**src/rtl/iir_filter_pkg.sv**
```systemverilog
// iir_filter_pkg: default widths, default biquad coefficients and the
// rounding / saturating-narrow helpers shared by the iir_filter datapath.
// The IIR_FILTER_SAT_EN macro selects output saturation (defined) or
// two's-complement wrap (undefined) in iir_round_sat.
package iir_filter_pkg;

    // Default sample, coefficient, fraction and state widths.
    localparam int DEF_DW   = 8;
    localparam int DEF_CW   = 16;
    localparam int DEF_FRAC = 14;
    localparam int DEF_SW   = 32;

    // Default Q2.14 coefficients: unity DC gain, double real pole at z = 0.5.
    localparam int DEF_B0 = 1024;    //  0.0625
    localparam int DEF_B1 = 2048;    //  0.125
    localparam int DEF_B2 = 1024;    //  0.0625
    localparam int DEF_A1 = -16384;  // -1.0
    localparam int DEF_A2 = 4096;    //  0.25

    // Generic wide signed carrier for the helpers; wide enough for any
    // state width this filter is built with.
    typedef logic signed [63:0] wide_t;

    // Round half up: add half an LSB of the result, then floor-shift.
    function automatic wide_t round_half_up(input wide_t v, input int frac);
        wide_t half;
        half = 64'sd1 <<< (frac - 1);
        return (v + half) >>> frac;
    endfunction

    // Clamp a signed value into the range of a dw-bit signed number.
    function automatic wide_t sat_narrow(input wide_t v, input int dw);
        wide_t hi;
        wide_t lo;
        hi = (64'sd1 <<< (dw - 1)) - 64'sd1;
        lo = -(64'sd1 <<< (dw - 1));
        if (v > hi) begin
            return hi;
        end else if (v < lo) begin
            return lo;
        end
        return v;
    endfunction

endpackage

```
**src/rtl/iir_round_sat.sv**
```systemverilog
// iir_round_sat: converts the extended-precision filter state (Q.FRAC) into
// a DW-bit output sample. Rounds half up, then either clamps to the DW-bit
// range (IIR_FILTER_SAT_EN defined) or keeps the low DW bits (wrap).
// Purely combinational; the caller registers the result.
module iir_round_sat
    import iir_filter_pkg::*;
#(
    parameter int DW   = DEF_DW,
    parameter int SW   = DEF_SW,
    parameter int FRAC = DEF_FRAC
) (
    input  logic signed [SW-1:0] s,
    output logic signed [DW-1:0] y
);

    wide_t s_ext;
    wide_t rounded;
    wide_t narrowed;

    // Round the state to integer sample units and fit it into DW bits.
    always_comb begin
        s_ext   = wide_t'(s);
        rounded = round_half_up(s_ext, FRAC);
`ifdef IIR_FILTER_SAT_EN
        narrowed = sat_narrow(rounded, DW);
`else
        // Wrap build: the truncating cast below drops the high bits.
        narrowed = rounded;
`endif
        y = DW'(narrowed);
    end

endmodule

```
**src/rtl/iir_filter.sv**
```systemverilog
// iir_filter: direct-form-I second-order IIR low-pass on a signed DW-bit
// stream, one sample per clock, one cycle of latency, registered output.
//   s[n] = B0*x[n] + B1*x[n-1] + B2*x[n-2] - A1*s[n-1] - A2*s[n-2]
// State is kept in Q.FRAC at SW bits and is never clamped, so a constant
// input settles exactly with no dead-band. Only the output is narrowed,
// with saturation when IIR_FILTER_SAT_EN is defined, wrap otherwise.
// Streaming interface: no valid/ready; x is consumed on every rising edge
// and y carries the result of that edge until the next one.
// Reset: rst_n is synchronous and active-high (1 clears all history).
module iir_filter
    import iir_filter_pkg::*;
#(
    parameter int DW   = DEF_DW,
    parameter int CW   = DEF_CW,
    parameter int FRAC = DEF_FRAC,
    parameter int SW   = DEF_SW,
    parameter int B0   = DEF_B0,
    parameter int B1   = DEF_B1,
    parameter int B2   = DEF_B2,
    parameter int A1   = DEF_A1,
    parameter int A2   = DEF_A2
) (
    input  logic                 clk,
    input  logic                 rst_n,
    input  logic signed [DW-1:0] x,
    output logic signed [DW-1:0] y
);

    // Accumulator wide enough for a coefficient times a state word plus
    // headroom for summing the five taps.
    localparam int AW = SW + CW + 2;

    localparam logic signed [AW-1:0] B0_W = AW'(B0);
    localparam logic signed [AW-1:0] B1_W = AW'(B1);
    localparam logic signed [AW-1:0] B2_W = AW'(B2);
    localparam logic signed [AW-1:0] A1_W = AW'(A1);
    localparam logic signed [AW-1:0] A2_W = AW'(A2);

    // Delay lines and the narrowed next output.
    logic signed [DW-1:0] x1;
    logic signed [DW-1:0] x2;
    logic signed [SW-1:0] s1;
    logic signed [SW-1:0] s2;
    logic signed [SW-1:0] s_next;
    logic signed [DW-1:0] y_next;

    // Sign-extended operands and the five tap products.
    logic signed [AW-1:0] x0_w;
    logic signed [AW-1:0] x1_w;
    logic signed [AW-1:0] x2_w;
    logic signed [AW-1:0] s1_w;
    logic signed [AW-1:0] s2_w;
    logic signed [AW-1:0] ff0;
    logic signed [AW-1:0] ff1;
    logic signed [AW-1:0] ff2;
    logic signed [AW-1:0] fb1;
    logic signed [AW-1:0] fb2;
    logic signed [AW-1:0] acc;

    // Compute the new state from the current sample and the history.
    always_comb begin
        x0_w = AW'(x);
        x1_w = AW'(x1);
        x2_w = AW'(x2);
        s1_w = AW'(s1);
        s2_w = AW'(s2);
        // Samples are integers, so feed-forward products are lifted to
        // Q.2FRAC to line up with coefficient*state products.
        ff0 = (B0_W * x0_w) <<< FRAC;
        ff1 = (B1_W * x1_w) <<< FRAC;
        ff2 = (B2_W * x2_w) <<< FRAC;
        fb1 = A1_W * s1_w;
        fb2 = A2_W * s2_w;
        acc = ff0 + ff1 + ff2 - fb1 - fb2;
        // Floor back to Q.FRAC; the truncation to SW bits is intentional.
        s_next = SW'(acc >>> FRAC);
    end

    // Round and narrow the new state to the output width.
    iir_round_sat #(
        .DW   (DW),
        .SW   (SW),
        .FRAC (FRAC)
    ) u_round_sat (
        .s (s_next),
        .y (y_next)
    );

    // Advance the delay lines and register the output; reset drops history.
    always_ff @(posedge clk) begin
        if (rst_n) begin
            x1 <= '0;
            x2 <= '0;
            s1 <= '0;
            s2 <= '0;
            y  <= '0;
        end else begin
            x1 <= x;
            x2 <= x1;
            s1 <= s_next;
            s2 <= s1;
            y  <= y_next;
        end
    end

endmodule

```
**config.mk**
```make
export PLATFORM = sky130hd
export DESIGN_NAME = iir_filter
export DESIGN_NICKNAME = d
export VERILOG_FILES = /design/src/rtl/iir_filter_pkg.sv /design/src/rtl/iir_round_sat.sv /design/src/rtl/iir_filter.sv
export SDC_FILE = /design/constraint.sdc
export NUM_CORES = 1
export LEC_CHECK = 0
export BUFFER_PORTS_ARGS = -buffer_cell sky130_fd_sc_hd__buf_2
export CAP_MARGIN = 10
export CELL_PAD_IN_SITES_DETAIL_PLACEMENT = 1
export CELL_PAD_IN_SITES_GLOBAL_PLACEMENT = 2
export CORE_AREA = 3 3 130 132
export CTS_CLUSTER_SIZE = 40
export DETAILED_ROUTE_END_ITERATION = 7
export DIE_AREA = 0 0 133 135
export MAX_ROUTING_LAYER = met4
export PLACE_DENSITY_LB_ADDON = 0.1
export RECOVER_POWER = 100
export SYNTH_ARGS = -nofsm -noshare
export SYNTH_HDL_FRONTEND = slang
export SYNTH_SLANG_ARGS = --single-unit
```
**constraint.sdc**
```tcl
create_clock -name clk -period 14.9 [get_ports clk]
set_clock_uncertainty 0.05 [all_clocks]
set_input_delay 0 -clock clk [delete_from_list [all_inputs] [get_ports clk]]
set_output_delay 0 -clock clk [all_outputs]
set_load 0.01 [all_outputs]
```
==> results.md, run 1 <==
Status:
- The run finished, with violations left.
- The final reports fail on capacitance limit, slew limit.

Layout:
- The repair_antennas step left the layout with diodes totalling 0.
- The share of the core filled with cells is 0.477.
- The final standard cell area without fillers is 7540 µm².
- The filler cells instantiated in the layout total 1,834.
- The share of cells above drive strength 1 is 0.0558.
- The synthesis-to-finish area growth is 8.63%.
- The number of nets at the end of the flow is 905.

CTS:
- The register clock-pin slew on the reported worst setup and hold paths is 0.07 ns.
- The tree is rooted in a sky130_fd_sc_hd__clkbuf_16.
- The maximum clock path buffer count is 2.
- Clock tree synthesis found a total of 88 sinks.
- The number of buffers added for setup after CTS is 0.
- The TritonCTS clock tree is done.
- The clock latency on the worst-skew pair is 0.35 ns.
- In this run, CTS created clock tree buffers numbering 9.
- The number of instances resized during post-cts repair is 0.
- The clock tree synthesis step divided the H-tree into 3 levels.

Critical path:
- For the worst setup path, the data arrival time is 6.60 ns.
- STA puts the critical path data required time at 14.89 ns.
- The largest fanout of any net on the critical path is 10.
- The worst setup path is captured at a register.
- The worst setup path is launched from a register.
- By startpoint and endpoint, the worst setup path is classified as reg -> reg.

Floorplanning:
- From bottom edge to top edge, the die measures 135 µm.
- The initial core utilization is 0.439.
- The floorplan step defined a die boundary enclosing 18,000 µm².
- In this run the horizontal extent of the chip is 133 µm.
- The number of ports placed on the die boundary is 18.
- The initialized floorplan defines 46 standard-cell rows.
- The core region is 15,800 µm².

Routing:
- The per-cell via count in the routed design is 5.10.
- Detailed routing inserted a total of 5,036 vias.
- In this run the remaining antenna-violating nets after routing total 0.
- After detailed routing, the average wire length per cell comes to 16.3 µm.
- The iteration count of the initial detailed-routing pass is 7.
- The final layout contains routed wiring with a total length of 16,100 µm.
- For this block, the initial DRC count from the detailed router was 151.
- The DRC violation count after routing is 0.

Place:
- The post-detailed-placement cell area is 7230 µm².
- Timing analysis after detailed placement gives a worst setup slack of 8.45 ns.
- The post-DP HPWL is 12,500 µm.
- The routability congestion estimate from global placement is 0.845.
- In this run the tool buffered the top-level ports with 17 buffer cells.

STA:
- The final worst setup slack is 8.30 ns.
- Setup violations remaining at the end of the flow were counted as 0.
- In this run the tightest slew margin relative to its limit is -1.88.
- The post-route minimum period is 6.60 ns.
- At the pin with the least slew margin, the transition time is 4.32 ns.
- The count of final max-slew check failures was 95.
- The final total negative setup slack is 0 ns.
- The share of the clock period used by the worst path after layout is 0.443.
- The number of hold violations in the final report is 0.
- Setup repair after global routing left no endpoint under its margin.
- The highest achievable clock rate is 151 MHz.

GRT:
- The total routing resource utilization after global routing is 0.199.
- The number of global-route vias before repair is 5,638.
- The total grt overflow is 0.
- The wire length of the first global-routing pass is 28,000 µm.
- The largest net degree at the start of global routing is 95.
- The initial antenna violation count is 0.

Synth:
- The share of the yosys chip area belonging to registers is 0.254.
- The number of enable-type register cells in the synthesized netlist is 0.
- In the synthesized netlist, the number of instances is 751.
- The area fraction of the dominant cell type after synthesis is 0.254.
- Sorting the synthesized cells by area gives the leading types as sky130_fd_sc_hd__dfxtp_1 25%, sky130_fd_sc_hd__fa_1 18%, sky130_fd_sc_hd__ha_1 12%.
- In this run the mean area of a mapped cell was 9.25 µm².
- The mapped netlist covers 6950 µm².
- When the netlist entered floorplanning its net count stood at 890.
- The commonest register cell after synthesis is sky130_fd_sc_hd__dfxtp_1.
- Yosys mapped the design onto 68 distinct sky130hd cell types.
- In the synthesized netlist the async set-or-reset flop fraction comes to 0.
- The cell taking the most area after synthesis is sky130_fd_sc_hd__dfxtp_1.
- The number of warnings printed during yosys synthesis is 0.
- The number of synthesized register bits is 88.

Job:
- The number of max-cap violations is 1.

Worst hold path:
- The classification of the worst-slack hold path is in -> reg.
## cell type report
cell class	count	area, µm²	area share
clock inverter	7	77.6	0.0103
inverter	116	435	0.0577
sequential	88	1760	0.233
multi-input combinational	526	4620	0.613
tap	216	270	0.0358
clock buffer	9	225	0.0299
timing repair buffer	25	151	0.0201
## kinds of logic after synthesis
| group | after synthesis | synth area share |
|---|---|---|
| AOI/OAI and AO/OA | 104 | 0.104 |
| xor gates and xnor gates | 60 | 0.0778 |
| adders and majority gates | 129 | 0.299 |
| buffers and inverters | 137 | 0.0748 |
| DFF | 88 | 0.254 |
| muxes | 3 | 0.00486 |
| and+or+nand+nor | 230 | 0.185 |
## worst max-delay path, cell delays in order (launching register included)
cell                        delay, ns
sky130_fd_sc_hd__dfxtp_1         0.35
sky130_fd_sc_hd__or3_1           0.49
sky130_fd_sc_hd__or3_1           0.46
sky130_fd_sc_hd__nor2_1          0.25
sky130_fd_sc_hd__nand2_1         0.13
sky130_fd_sc_hd__or2_0           0.40
sky130_fd_sc_hd__nor4_1          0.31
sky130_fd_sc_hd__xor2_1          0.23
sky130_fd_sc_hd__fa_1            0.47
sky130_fd_sc_hd__fa_1            0.52
sky130_fd_sc_hd__inv_1           0.05
sky130_fd_sc_hd__fa_1            0.50
sky130_fd_sc_hd__inv_1           0.05
sky130_fd_sc_hd__ha_1            0.44
sky130_fd_sc_hd__nand3_1         0.15
sky130_fd_sc_hd__a2111oi_0       0.57
sky130_fd_sc_hd__o211ai_1        0.29
sky130_fd_sc_hd__a21oi_1         0.31
sky130_fd_sc_hd__o21ai_0         0.14
sky130_fd_sc_hd__nor3b_1         0.15
## synth_stat cells, types with 2 or more instances
master,number
sky130_fd_sc_hd__nand2_1,32
sky130_fd_sc_hd__or3b_1,2
sky130_fd_sc_hd__o21ai_1,2
sky130_fd_sc_hd__mux2_2,2
sky130_fd_sc_hd__fa_1,62
sky130_fd_sc_hd__a21oi_1,30
sky130_fd_sc_hd__xnor2_2,2
sky130_fd_sc_hd__nand2b_1,8
sky130_fd_sc_hd__nand4_1,3
sky130_fd_sc_hd__nor3b_1,6
sky130_fd_sc_hd__o211ai_1,5
sky130_fd_sc_hd__nor4b_1,3
sky130_fd_sc_hd__clkbuf_1,19
sky130_fd_sc_hd__a31oi_1,3
sky130_fd_sc_hd__xor2_1,25
sky130_fd_sc_hd__nor2_1,58
sky130_fd_sc_hd__and3_1,3
sky130_fd_sc_hd__nor4_1,7
sky130_fd_sc_hd__xnor2_1,33
sky130_fd_sc_hd__inv_1,116
sky130_fd_sc_hd__or2_2,3
sky130_fd_sc_hd__a2111oi_0,2
sky130_fd_sc_hd__o31ai_1,5
sky130_fd_sc_hd__o21a_1,2
sky130_fd_sc_hd__a211o_1,3
sky130_fd_sc_hd__nand3b_1,5
sky130_fd_sc_hd__o21ai_0,19
sky130_fd_sc_hd__a21o_1,11
sky130_fd_sc_hd__nor3_1,19
sky130_fd_sc_hd__nand3_1,9
sky130_fd_sc_hd__dfxtp_1,88
sky130_fd_sc_hd__or3_1,5
sky130_fd_sc_hd__nor2b_1,54
sky130_fd_sc_hd__a211oi_1,4
sky130_fd_sc_hd__ha_1,67
sky130_fd_sc_hd__or4_1,2
## sequential cells by signal, indices dropped and copies added, names as in the netlist
signal	count
s2	32
y	8
x1	8
s1	32
x2	8
## through the flow
stage,hold WS [ns],cells
4_1_cts,0.242,987
2_1_floorplan,0.0782,751
3_3_place_gp,0.200,964
6_report,0.382,987
5_1_grt,0.411,987
3_5_place_dp,0.217,964
## final timing paths
check | start | endpoint | slack, ns | cells past startpoint
worst min-delay path | x[7] | x1[7] | 0.38 | 3
worst min register to register | x1[1] | x2[1] | 0.44 | 1
worst max register to register | s1[4] | s1[28] | 8.30 | 19
worst max-delay path | s1[4] | s1[28] | 8.30 | 19
## layout by cell type (no fill, tap or decap), types with 8 or more instances in the layout
cell,count
sky130_fd_sc_hd__nand2b_1,8
sky130_fd_sc_hd__clkbuf_1,9
sky130_fd_sc_hd__inv_1,116
sky130_fd_sc_hd__a21o_1,11
sky130_fd_sc_hd__a21oi_1,31
sky130_fd_sc_hd__nand3_1,9
sky130_fd_sc_hd__o21ai_0,21
sky130_fd_sc_hd__xor2_1,25
sky130_fd_sc_hd__nand2_1,32
sky130_fd_sc_hd__buf_2,8
sky130_fd_sc_hd__ha_1,67
sky130_fd_sc_hd__fa_1,62
sky130_fd_sc_hd__nor2b_1,54
sky130_fd_sc_hd__dfxtp_1,88
sky130_fd_sc_hd__xnor2_1,34
sky130_fd_sc_hd__clkbuf_16,9
sky130_fd_sc_hd__nor3_1,19
sky130_fd_sc_hd__nor2_1,58
## what timing repair did
| item | in CTS | in global routing |
|---|---|---|
| setup endpoints to repair | 0 | 0 |
| endpoints found under the hold margin | 7 | 0 |
| hold buffers | 7 | 0 |
## layer usage
metal | up-vias | GRT usage | routed length [µm]
met1 | 2508 | 0.259 | 7790
met4 | 0 | 0.0548 | 182
met5 | - | - | 0
met3 | 9 | 0.0216 | 273
li1 | 2477 | - | -
met2 | 42 | 0.331 | 7830
Power of run 1 is left out: the tool's default activity adds up to more than one toggle a clock period on the data nets, which glitch-free logic cannot reach.
==> run 2, diff against run 1 <==
--- a/config.mk
+++ b/config.mk
@@ -5,14 +5,15 @@
 export SDC_FILE = /design/constraint.sdc
 export NUM_CORES = 1
 export LEC_CHECK = 0
+export ABC_AREA = 1
 export BUFFER_PORTS_ARGS = -buffer_cell sky130_fd_sc_hd__buf_2
 export CAP_MARGIN = 10
 export CELL_PAD_IN_SITES_DETAIL_PLACEMENT = 1
 export CELL_PAD_IN_SITES_GLOBAL_PLACEMENT = 2
-export CORE_AREA = 3 3 130 132
+export CORE_AREA = 3 3 148 150
 export CTS_CLUSTER_SIZE = 40
 export DETAILED_ROUTE_END_ITERATION = 7
-export DIE_AREA = 0 0 133 135
+export DIE_AREA = 0 0 151 153
 export MAX_ROUTING_LAYER = met4
 export PLACE_DENSITY_LB_ADDON = 0.1
 export RECOVER_POWER = 100
==> constraint.sdc (replaced) <==
create_clock -name clk -period 6.3 [get_ports clk]
set_clock_uncertainty 0.05 [all_clocks]
set_input_delay 0 -clock clk [delete_from_list [all_inputs] [get_ports clk]]
set_output_delay 0 -clock clk [all_outputs]
set_load 0.01 [all_outputs]
==> results.md, run 2 <==
STA:
- The count of final max-slew check failures is 67 (was 95).
- The post-route minimum period is 5.69 ns (was 6.60 ns).
- The setup-violating endpoint count in the final report is 0 (unchanged).
- The share of the clock period used by the worst path after layout was 0.902 (was 0.443).
- Setup repair after global routing missed its margin: false (unchanged).
- The transition at the pin with the smallest max-transition slack is 3.38 ns (was 4.32 ns).
- The tightest slew margin relative to the limit is -1.26 (was -1.88).
- The number of hold violations in the final report is 0 (unchanged).
- The highest achievable clock rate is 176 MHz (was 151 MHz).
- The final total negative setup slack is 0 ns (unchanged).

Synth:
- The commonest register cell after synthesis is sky130_fd_sc_hd__dfxtp_1 (unchanged).
- The synthesized instance count came to 1,056 (was 751).
- The average instance area after synthesis came to 7.42 µm² (was 9.25 µm²).
- The number of enable-type register cells in the synthesized netlist was 0 (unchanged).
- The area fraction of the dominant cell type after synthesis came to 0.225 (was 0.254).
- The number of warnings printed during yosys synthesis is 0 (unchanged).
- The number of different library cells in the post-synthesis netlist is 44 (was 68).
- The proportion of synthesized flip-flops having asynchronous set or reset is 0 (unchanged).
- The number of nets produced by synthesis is 1,195 (was 890).
- The share of the yosys chip area belonging to registers is 0.225 (was 0.254).
- Most numerous cell types in the synthesized netlist: 246 x sky130_fd_sc_hd__inv_1, 171 x sky130_fd_sc_hd__nand2_1, 111 x sky130_fd_sc_hd__nor2_1, 88 x sky130_fd_sc_hd__dfxtp_1, 67 x sky130_fd_sc_hd__ha_1 (was 116 x sky130_fd_sc_hd__inv_1, 88 x sky130_fd_sc_hd__dfxtp_1, 67 x sky130_fd_sc_hd__ha_1, 62 x sky130_fd_sc_hd__fa_1, 58 x sky130_fd_sc_hd__nor2_1).
- The netlist area before placement is 7830 µm² (was 6950 µm²).
- The number of synthesized register bits is 88 (unchanged).
- The cell taking the most area after synthesis is sky130_fd_sc_hd__dfxtp_1 (unchanged).
- Cell types occupying the most area after synthesis: sky130_fd_sc_hd__dfxtp_1 22%, sky130_fd_sc_hd__fa_1 16%, sky130_fd_sc_hd__inv_1 12% (was sky130_fd_sc_hd__dfxtp_1 25%, sky130_fd_sc_hd__fa_1 18%, sky130_fd_sc_hd__ha_1 12%).
- The most common cell in the netlist is sky130_fd_sc_hd__inv_1 (unchanged).

CTS:
- The CTS buffer count is 9 (unchanged).
- The register clock-pin slew on the reported worst setup and hold paths is 0.07 ns (about the same).
- The TritonCTS clock tree is done (unchanged).
- The CTS sink count came to 88 (unchanged).
- The clock latency on the worst-skew pair is 0.36 ns (was 0.35 ns).
- The CTS H-tree depth is 3 (unchanged).
- The maximum clock path buffer count was 2 (unchanged).
- The cell at the root of the clock tree was sky130_fd_sc_hd__clkbuf_16 (unchanged).

Critical path:
- The largest fanout of any net on the critical path is 6 (was 10).
- The required time at the worst-slack endpoint is 6.50 ns (was 14.89 ns).
- The path type of the worst setup path was reg -> reg (unchanged).
- The buffers plus inverters on the worst setup path came to 4 (was 2).
- The slowest library cell on the worst path is sky130_fd_sc_hd__fa_1 (was sky130_fd_sc_hd__a2111oi_0).
- The delay contributed by the slowest stage of the critical path came to 0.52 ns (was 0.57 ns).
- The critical path capture point type is a register (unchanged).
- The most numerous cell on the critical path is sky130_fd_sc_hd__inv_1 (was sky130_fd_sc_hd__fa_1).
- The data arrival time of the worst path came to 5.88 ns (was 6.60 ns).
- The critical path launch point type is a register (unchanged).
- The cell family contributing the most delay on the critical path is simple AND/OR/NAND/NOR gates (unchanged).

Floorplanning:
- The number of ports placed on the die boundary is 18 (unchanged).
- The die area is 23,100 µm² (was 18,000 µm²).
- The die boundary width is 151 µm (was 133 µm).
- The cell row count came to 53 (was 46).
- The die boundary height was 153 µm (was 135 µm).
- The initial core utilization was 0.376 (was 0.439).
- The placeable core region is 20,800 µm² (was 15,800 µm²).

Layout:
- The number of nets at the end of the flow came to 1,222 (was 905).
- Highest-count cells in the layout ignoring fill and taps: 247 x sky130_fd_sc_hd__inv_1, 173 x sky130_fd_sc_hd__nand2_1, 116 x sky130_fd_sc_hd__nor2_1, 88 x sky130_fd_sc_hd__dfxtp_1, 67 x sky130_fd_sc_hd__ha_1 (was 116 x sky130_fd_sc_hd__inv_1, 88 x sky130_fd_sc_hd__dfxtp_1, 67 x sky130_fd_sc_hd__ha_1, 62 x sky130_fd_sc_hd__fa_1, 58 x sky130_fd_sc_hd__nor2_1).
- The count of non-filler cells in the finished layout is 1,363 (was 987).
- The share of cells above drive strength 1 is 0.100 (was 0.0558).
- Largest registers: s1: 32 flops, s2: 32 flops (unchanged).
- The antenna diode instance count is 0 (unchanged).
- The commonest non-fill, non-tap cell in the layout is sky130_fd_sc_hd__inv_1 (unchanged).
- The register area is 1760 µm² (unchanged).
- The final standard cell area without fillers came to 8510 µm² (was 7540 µm²).
- The synthesis-to-finish area growth is 8.63% (about the same).
- The filler cell count in the final layout is 2,650 (was 1,834).
- The area of the multi-input gates was 4990 µm² (was 4620 µm²).

Status:
- Outcome: finished, violations left (unchanged).
- Violated checks: capacitance limit, slew limit (unchanged).

Routing:
- The count of vias placed by the detailed router is 6,352 (was 5,036).
- The iteration count of the initial detailed-routing pass is 6 (was 7).
- The iteration-0 DRC count of the detailed router is 201 (was 151).
- The routed wire length was 21,600 µm (was 16,100 µm).
- The per-cell via count in the routed design is 4.66 (was 5.10).
- The detailed-route wire length per cell was 15.9 µm (was 16.3 µm).
- The count of antenna-violating nets left after detailed routing is 0 (unchanged).
- The DRC violation count after routing is 0 (unchanged).

GRT:
- The total grt overflow is 0 (unchanged).
- The number of global-route vias before repair is 6,963 (was 5,638).
- The total routing resource utilization after global routing is 0.206 (was 0.199).
- The largest net degree at the start of global routing is 67 (was 95).
- The wire length of the first global-routing pass is 36,100 µm (was 28,000 µm).
- The initial antenna violation count is 0 (unchanged).

Place:
- The count of buffers inserted at the top-level ports is 17 (unchanged).
- The number of instances in the placed design is 1,340 (was 964).
- The routability congestion estimate from global placement came to 0.820 (was 0.845).
- The post-detailed-placement cell area was 8220 µm² (was 7230 µm²).
- The post-DP HPWL was 18,400 µm (was 12,500 µm).

Worst hold path:
- The classification of the worst-slack hold path is in -> reg (unchanged).

Job:
- The number of max-cap violations is 1 (unchanged).
run 2: cell count changes in the layout (fill, tap and decap cells not counted), moves of 10 or more:
cell | before | now
sky130_fd_sc_hd__nand2_1 | 32 | 173
sky130_fd_sc_hd__nand3_1 | 9 | 31
sky130_fd_sc_hd__nand4_1 | 3 | 16
sky130_fd_sc_hd__nand2_2 | 0 | 32
sky130_fd_sc_hd__inv_2 | 0 | 13
sky130_fd_sc_hd__a21oi_1 | 31 | 56
sky130_fd_sc_hd__nor2_1 | 58 | 116
sky130_fd_sc_hd__nor3_1 | 19 | 9
sky130_fd_sc_hd__nor2b_1 | 54 | 0
sky130_fd_sc_hd__nor2_2 | 0 | 13
sky130_fd_sc_hd__xnor2_1 | 34 | 4
sky130_fd_sc_hd__inv_1 | 116 | 247
run 2: cell type report:
| class | instances | area share |
|---|---|---|
| tap | 275 | 0.0404 |
| clock inverter | 6 | 0.00618 |
| clock buffer | 10 | 0.0269 |
| multi-input combinational | 698 | 0.586 |
| inverter | 260 | 0.115 |
| timing repair buffer | 26 | 0.0184 |
| sequential | 88 | 0.207 |
run 2: worst paths after layout:
kind | start | end | slack (ns) | depth (start not counted)
min reg2reg | s1[31] | s2[31] | 0.39 | 2
max reg2reg | s1[0] | y[2] | 0.61 | 25
min | x[7] | x1[7] | 0.35 | 3
max | s1[0] | y[2] | 0.61 | 25
run 2: per-stage QoR:
step / setup slack, ns / hold slack, ns / utilization
CTS: 0.750 / 0.278 / 0.412
global route: 0.143 / 0.382 / 0.409
global placement: 0.791 / 0.193 / 0.395
finish: 0.614 / 0.346 / 0.409
floorplan: 1.80 / 0.0570 / -
detailed placement: 0.775 / 0.195 / 0.395
run 2: timing repair:
action                     4_1_cts  5_1_grt
hold endpoints to repair         7        0
gates resized for setup          0        0
hold buffers                     7        0
setup endpoints to repair        0        0
buffers inserted                 0        0
run 2: cells by family (layout without fill, tap and decap cells):
family	Yosys count	in the layout	share of synthesized area
flops	88	88	0.225
compound gates	112	112	0.0794
xor+xnor	31	31	0.0347
simple gates	426	426	0.264
fa+ha+maj	129	129	0.266
buf+inv	270	302	0.132
run 2: worst min-delay path, stage by stage:
cell and delay (ns):
sky130_fd_sc_hd__buf_2 0.25, sky130_fd_sc_hd__inv_1 0.37, sky130_fd_sc_hd__nor2_1 0.07
run 2: per-layer routing:
layer | part of all wire | track usage
met1 | 0.49 | 0.277
met2 | 0.47 | 0.338
met4 | 0.0072 | 0.0298
met3 | 0.027 | 0.0302
met5 | 0 | -
Power of run 2 is left out for the same reason.
